==> src/rtl/raw_scoreboard.sv <==
// RAW-hazard scoreboard: per-register pending-write counters plus rs1/rs2 bypass selection.
// Optional macro RAW_SCB_FORWARD_EN enables ex/wb bypass; otherwise pure interlock.
module raw_scoreboard #(
  parameter int unsigned NR_REG = 16,
  parameter int unsigned CNT_W  = 2,
  parameter int unsigned XLEN   = 32
) (
  input  logic            clk,
  input  logic            rst,
  input  logic            issue_fire,
  input  logic            issue_wen,
  input  logic [4:0]      issue_rd,
  output logic            issue_block,
  input  logic            reg1_read,
  input  logic            reg2_read,
  input  logic [4:0]      raddr1,
  input  logic [4:0]      raddr2,
  input  logic            ex_valid,
  input  logic            ex_wen,
  input  logic            ex_load,
  input  logic [4:0]      ex_rd,
  input  logic [XLEN-1:0] ex_result,
  input  logic            wb_valid,
  input  logic            wb_wen,
  input  logic [4:0]      wb_rd,
  input  logic [XLEN-1:0] wb_data,
  output logic            rs1_raw,
  output logic            rs1_forward,
  output logic [XLEN-1:0] rs1_value,
  output logic            rs2_raw,
  output logic            rs2_forward,
  output logic [XLEN-1:0] rs2_value,
  output logic            busy,
  output logic            scb_err
);

  localparam int unsigned IDX_W = $clog2(NR_REG);

  typedef logic [CNT_W-1:0] cnt_t;
  typedef logic [IDX_W-1:0] idx_t;

  cnt_t cnt_q [NR_REG];
  cnt_t cnt_d [NR_REG];
  logic err_q, err_d;

  idx_t issue_idx, wb_idx, ex_idx;
  idx_t raddr_idx [2];
  logic inc_req, dec_req;
  logic [1:0] rd_req, raw, fwd;
  logic [XLEN-1:0] val [2];

  assign issue_idx    = issue_rd[IDX_W-1:0];
  assign wb_idx       = wb_rd[IDX_W-1:0];
  assign ex_idx       = ex_rd[IDX_W-1:0];
  assign raddr_idx[0] = raddr1[IDX_W-1:0];
  assign raddr_idx[1] = raddr2[IDX_W-1:0];
  assign rd_req       = {reg2_read, reg1_read};

  assign inc_req     = issue_fire & issue_wen & (issue_idx != '0);
  assign dec_req     = wb_valid & wb_wen & (wb_idx != '0);
  assign issue_block = issue_wen & (issue_idx != '0) & (cnt_q[issue_idx] == '1);

  // Saturated inc and empty dec hold the counter; a same-cycle inc/dec pair cancels.
  always_comb begin
    for (int unsigned r = 0; r < NR_REG; r++) begin
      cnt_d[r] = cnt_q[r];
      if (inc_req && issue_idx == idx_t'(r) && !(dec_req && wb_idx == idx_t'(r))) begin
        if (cnt_q[r] != '1) cnt_d[r] = cnt_q[r] + cnt_t'(1);
      end else if (dec_req && wb_idx == idx_t'(r) && !(inc_req && issue_idx == idx_t'(r))) begin
        if (cnt_q[r] != '0) cnt_d[r] = cnt_q[r] - cnt_t'(1);
      end
    end
    err_d = err_q | (issue_fire & issue_block) | (dec_req & (cnt_q[wb_idx] == '0));
  end

  always_ff @(posedge clk or posedge rst) begin
    if (rst) begin
      for (int unsigned r = 0; r < NR_REG; r++) cnt_q[r] <= '0;
      err_q <= 1'b0;
    end else begin
      for (int unsigned r = 0; r < NR_REG; r++) cnt_q[r] <= cnt_d[r];
      err_q <= err_d;
    end
  end

  always_comb begin
    busy = 1'b0;
    for (int unsigned r = 0; r < NR_REG; r++) busy = busy | (cnt_q[r] != '0);
  end

  always_comb begin
    for (int p = 0; p < 2; p++) begin
      raw[p] = rd_req[p] & (raddr_idx[p] != '0) & (cnt_q[raddr_idx[p]] != '0);
    end
  end

`ifdef RAW_SCB_FORWARD_EN
  logic unused_hi;
  assign unused_hi = ^{issue_rd[4:IDX_W], wb_rd[4:IDX_W], ex_rd[4:IDX_W],
                       raddr1[4:IDX_W], raddr2[4:IDX_W]};

  // Bypass only with exactly one producer in flight; ex beats wb as the younger value.
  always_comb begin
    for (int p = 0; p < 2; p++) begin
      fwd[p] = 1'b0;
      val[p] = '0;
      if (raw[p] && cnt_q[raddr_idx[p]] == cnt_t'(1)) begin
        if (ex_valid && ex_wen && !ex_load && ex_idx == raddr_idx[p]) begin
          fwd[p] = 1'b1;
          val[p] = ex_result;
        end else if (wb_valid && wb_wen && wb_idx == raddr_idx[p]) begin
          fwd[p] = 1'b1;
          val[p] = wb_data;
        end
      end
    end
  end
`else
  logic unused_fwd;
  assign unused_fwd = ^{issue_rd[4:IDX_W], wb_rd[4:IDX_W], ex_rd, raddr1[4:IDX_W],
                        raddr2[4:IDX_W], ex_valid, ex_wen, ex_load, ex_result, wb_data,
                        ex_idx};

  always_comb begin
    for (int p = 0; p < 2; p++) begin
      fwd[p] = 1'b0;
      val[p] = '0;
    end
  end
`endif

  assign rs1_raw     = raw[0];
  assign rs1_forward = fwd[0];
  assign rs1_value   = val[0];
  assign rs2_raw     = raw[1];
  assign rs2_forward = fwd[1];
  assign rs2_value   = val[1];
  assign scb_err     = err_q;

endmodule

==> config.mk <==
export PLATFORM = sky130hd
export DESIGN_NAME = raw_scoreboard
export DESIGN_NICKNAME = d
export VERILOG_FILES = /design/src/rtl/raw_scoreboard.sv
export SDC_FILE = /design/constraint.sdc
export NUM_CORES = 1
export LEC_CHECK = 0
export ABC_AREA = 1
export CORE_MARGIN = 4
export CORE_UTILIZATION = 37
export CTS_BUF_LIST = sky130_fd_sc_hd__clkbuf_16
export CTS_CLUSTER_SIZE = 30
export DETAILED_ROUTE_END_ITERATION = 6
export PLACE_DENSITY = 0.77
export SETUP_SLACK_MARGIN = 0.02
export SYNTH_ARGS = -nofsm -noshare
export SYNTH_HDL_FRONTEND = slang
export SYNTH_SLANG_ARGS = --single-unit
==> constraint.sdc <==
create_clock -name clk -period 1.2 [get_ports clk]
set_input_delay 0.24 -clock clk [delete_from_list [all_inputs] [get_ports clk]]
set_output_delay 0.24 -clock clk [all_outputs]
set_load 0.05 [all_outputs]
### Yosys cells after proc, flatten, opt, wreduce, memory -nomap -nowiden

Index checks and enable logic that the tools add are counted.

| storage, ports and cells | value |
|---|---|
| register bits | 33 |
| bits of input ports | 100 |

| operators by class | value |
|---|---|
| add/subtract/negate cells | 32 |
| order comparisons | 4 |
| equality and inequality tests | 63 |
| multiplexer cells | 76 |
| bitwise gates (word level) | 33 |
| reduce and logical (&&, ||, !) cells | 169 |

Operator list:

| cell | count |
|---|---|
| 2-bit 2-to-1 mux | 72 |
| 2-bit nonzero test | 50 |
| 4-bit == test (second input constant) | 16 |
| 1-bit logical AND | 64 |
| 3-bit AND reduction | 16 |
| 2-bit by 1-bit adder with 2-bit output (second input constant) | 16 |
| 2-bit binary-select mux with 4-bit select | 4 |
| 4-bit by 3-bit == test with 1-bit output (second input constant) | 8 |
| 1-bit zero test | 32 |
| 2-bit by 1-bit inequality test with 1-bit output (second input constant) | 16 |
| 2-bit inequality test (second input constant) | 16 |
| 2-bit by 1-bit subtractor with 2-bit output (second input constant) | 16 |
| 5-bit greater-or-equal comparator (second input constant) | 4 |
| 4-bit inverter with 5-bit output | 4 |
| 1-bit bitwise OR | 17 |
| 4-bit by 2-bit == test with 1-bit output (second input constant) | 4 |
| 4-bit nonzero test | 4 |
| 1-bit AND | 12 |
| 4-bit by 1-bit == test with 1-bit output (second input constant) | 2 |
| 4-bit zero test | 2 |
| 2-bit == test (second input constant) | 1 |
| 2-bit zero test | 1 |

### Depth between registers and ports, before layout

Gate-level depths: netlist (run 1).

| logic depth | value |
|---|---|
| depth in word-level cells | 16 |
| mapped depth | 13 |
| depth with buffers taken out | 11 |

### Worst setup path before layout (run 1)

OpenSTA, ideal clock, no wires.

| path | value |
|---|---|
| path kind | register -> output |
| from | register cnt_q[23] (netlist bit) |
| to | output port rs2_raw |
| arrival time | 1.908 ns |
| data required time | 0.960 ns |
| setup slack | -0.948 ns |
| stages on the path, launching flop included | 7 |
| path through | dfrtp_1 > inv_1 > nand2_1 > a31oi_1 > a21oi_1 > nand2_1 > a21boi_0 |

| between the ends | value |
|---|---|
| cells in the longest elaborated chain, start to end | 5 |

Ends and longest elaborated chain:

| what | RTL line | text |
|---|---|---|
| from (decl) | 42 | `cnt_t cnt_q [NR_REG];` |
| 2-bit binary-select mux with 4-bit select | 93 | `raw[p] = rd_req[p] & (raddr_idx[p] != '0) & (cnt_q[raddr_idx[p]] != '0);` |
| 2-bit 2-to-1 mux (not written as such) (2 in series) | 93 |  |
| 2-bit nonzero test | 93 |  |
| 1-bit AND | 93 |  |
| to (decl) | 30 | `output logic rs2_raw,` |

Every way passes these cells. The select of a mux whose other input is x is not followed.

### Worst setup path in the final report (run 1)

| path | value |
|---|---|
| from | register cnt_q[5] (netlist bit) |
| to | output port issue_block |

| between the ends | value |
|---|---|
| cells in the longest elaborated chain, start to end | 5 |

Ends and longest elaborated chain:

| what | RTL line | text |
|---|---|---|
| 2-bit binary-select mux with 4-bit select | 61 | `assign issue_block = issue_wen & (issue_idx != '0) & (cnt_q[issue_idx] == '1);` |
| 2-bit 2-to-1 mux (not written as such) (2 in series) | 61 |  |
| 2-bit == test | 61 |  |
| 1-bit AND | 61 |  |
| to (decl) | 13 | `output logic issue_block,` |

Every way passes these cells. The select of a mux whose other input is x is not followed.

==> impl_metrics.json, run 1 <==
{
  "outcome": "finished, violations left",
  "violations": "negative setup slack",
  "cts_hold_buf": 0,
  "switching_share": 0.397,
  "crit_arrival_ns": 1.68,
  "crit_type": "reg2out",
  "synth_cell_types": 30,
  "wl_per_cell_um": 16.5,
  "critPathCaptureType": "output pin",
  "drtIter0Drc": 371,
  "cp_num_buf_inv": 2,
  "dp.cells": 712,
  "clk_pin_slew_ns": 0.05,
  "die_x_um": 102,
  "grt-ovfl-total": 0,
  "cts_tree": "built",
  "layout_commonest_cell": "nand2_1",
  "max-vdd-ir-drop_uv": 679,
  "max_stage_delay_ns": 0.39,
  "cp_slowest_cell": "dfrtp_1",
  "power_density_nw_per_um2": 760,
  "htree_levels": 2,
  "final_max_slew_viol_count": 0,
  "crit_top_cell": "nand2_1",
  "clock_path_buffers": 2,
  "crit_start": "cnt_q[5]",
  "setup_tns_ns": -9.82,
  "start_util": 0.378,
  "coreArea_um2": 8680,
  "clock_latency_ns": 0.28,
  "nNetsFinal": 741,
  "die_area_um2": 10400,
  "start_kind": "flip-flop",
  "seqPwrFrac": 0.301,
  "rr_startpoint": "cnt_q[12]",
  "grt_pass1_wl_um": 16800,
  "drc": 0,
  "dp_hpwl_um": 7370,
  "yosysSeqAreaShare": 0.251,
  "synthCells": 512,
  "p_comb_frac": 0.387,
  "required_ns": 0.96,
  "cap_viol_max_count": 0,
  "fillers": 716,
  "cts_buffers": 5,
  "async_reset_ff_frac": 1.00,
  "vias_per_cell": 5.22,
  "rsz0062_at_grt": "true",
  "hp-class": "in2async",
  "fmax_mhz": 521,
  "drive_gt1_frac": 0.397,
  "final_area_um2": 5120,
  "area_growth_pct": 55.9,
  "routed_wirelength_um": 12100,
  "cts_sinks": 33,
  "hold-worst-slack_ns": 0.303,
  "fin_crit_sh": 1.60,
  "power.total_w": 0.00389,
  "leakagePower_nw": 2.40,
  "grt_pass1_vias": 3655,
  "p_int_w": 0.00235,
  "synth_edf_count": 0,
  "finalCriticalPeriod_ns": 1.92,
  "finalHoldViolCount": 0,
  "crit_family": "simple AND/OR/NAND/NOR gates",
  "setup_slack_ns": -0.718,
  "instances_no_fill": 733,
  "io_pins": 171,
  "antenna_found_initial": 0,
  "syn_area_per_cell_um2": 6.41,
  "cts_root_buffer": "clkbuf_16",
  "antennaDiodeCount": 0,
  "die_h_um": 102,
  "first_pass_iters": 5,
  "placementRows": 34,
  "io_buffers": 28,
  "synth_ff_type": "dfrtp_1",
  "grtUsageTotal": 0.202,
  "clock_power_share": 0.312,
  "ant_nets": 0,
  "placed_area_um2": 4050,
  "switchingPower_w": 0.00154,
  "place_congestion": 0.954,
  "via_count": 3827,
  "critPathMaxFanout": 4,
  "grt_max_degree": 34,
  "ys_ff_latch": 33,
  "mostFrequentLayoutCells": "nand2_1, buf_4, conb_1, inv_1, o21ai_1",
  "netlist_area_um2": 3280,
  "path_cells": "buf_4, nand2_1, nand2_1, nand2_1, nand2_1, nand2_1, nand4_1, and2_4, buf_12",
  "setup_viol": 35,
  "fin_skew_ns": 0.00263,
  "yosys_warnings": 0
}
-- metrics by stage --
stage,util,worst slack (ns)
floorplan,-,-0.358
global placement,0.467,-0.937
detailed placement,0.467,-0.979
CTS,0.537,-0.669
global route,0.590,-0.816
finish,0.590,-0.718
-- power groups by stage --
stage	Combinational [W]	Clock [W]	Sequential [W]
5_1_grt	0.00159	0.00126	0.00117
3_3_place_gp	0.00123	0	0.00118
6_report	0.00150	0.00121	0.00117
3_5_place_dp	0.00125	0	0.00118
4_1_cts	0.00134	0.00121	0.00116
2_1_floorplan	0.00104	0	0.00118
-- repair_timing --
item | CTS | global route
cloned | 1 | 0
pin swaps | 61 | 49
setup endpoints to repair | 35 | 35
buffers inserted | 10 | 6
resized for setup | 117 | 122
-- cell usage after synthesis, types with 2 or more instances --
library cell	instances	area share
nand2_1	151	0.17
o21bai_1	12	0.027
a31oi_1	2	0.0038
o21ai_0	62	0.094
inv_2	3	0.0034
nor2_2	2	0.0038
nand3_1	15	0.023
nand4_1	3	0.0057
buf_4	66	0.15
dfrtp_1	33	0.25
clkbuf_8	2	0.0084
o211ai_1	4	0.0091
inv_1	47	0.054
nor3_1	3	0.0046
a21oi_1	21	0.032
buf_2	2	0.0030
clkbuf_1	2	0.0023
ha_1	16	0.061
o22ai_1	2	0.0038
nor2_1	54	0.062
-- registers in the layout (all words and copies together), names as in the netlist --
signal   cells
cnt_q       32
scb_err      1
-- per-layer routing --
layer  vias to the layer above  track usage  wire length [µm]
li1                       1748            -                 -
met1                      1816        0.243              4470
met2                       208        0.347              6040
met3                        55       0.0348               974
met4                         0        0.101               576
met5                         -            0                 0
-- worst min-delay path: stages --
cell	delay, ns
clkdlybuf4s50_1	0.39
inv_1	0.09
buf_12	0.22
-- kinds of logic after synthesis --
kind of cell / share of synthesized area
fa+ha+maj: 0.0610
compound gates: 0.174
other cells: 0.00114
flops: 0.251
simple gates: 0.281
buf+inv: 0.231
-- final cells by class --
cell class	instances	area [µm²]	area share
multi-input combinational	419	2750	0.538
tap	108	135	0.0264
inverter	51	203	0.0396
timing repair buffer	115	1070	0.209
sequential	33	828	0.162
clock buffer	5	125	0.0244
clock inverter	2	7.51	0.00147
-- final timing paths --
check                                   end  slack (ns)  cells after the start
worst min register to register    cnt_q[30]        0.47                      0
worst min-delay path              cnt_q[15]        0.30                      3
worst max-delay path            issue_block       -0.72                      9
worst max register to register      scb_err       -0.37                     13
min in group clk                  cnt_q[30]        0.47                      0
max in group asynchronous         cnt_q[18]        0.68                      3
(Power assumes the default switching activity.)
==> inputs of run 2 (changes only) <==
--- a/config.mk
+++ b/config.mk
@@ -12,7 +12,6 @@
 export CTS_CLUSTER_SIZE = 30
 export DETAILED_ROUTE_END_ITERATION = 6
 export PLACE_DENSITY = 0.77
-export SETUP_SLACK_MARGIN = 0.02
 export SYNTH_ARGS = -nofsm -noshare
 export SYNTH_HDL_FRONTEND = slang
 export SYNTH_SLANG_ARGS = --single-unit
==> results of run 2 <==
Same layout as run 1: the final DEF is identical, and so are final timing and power.
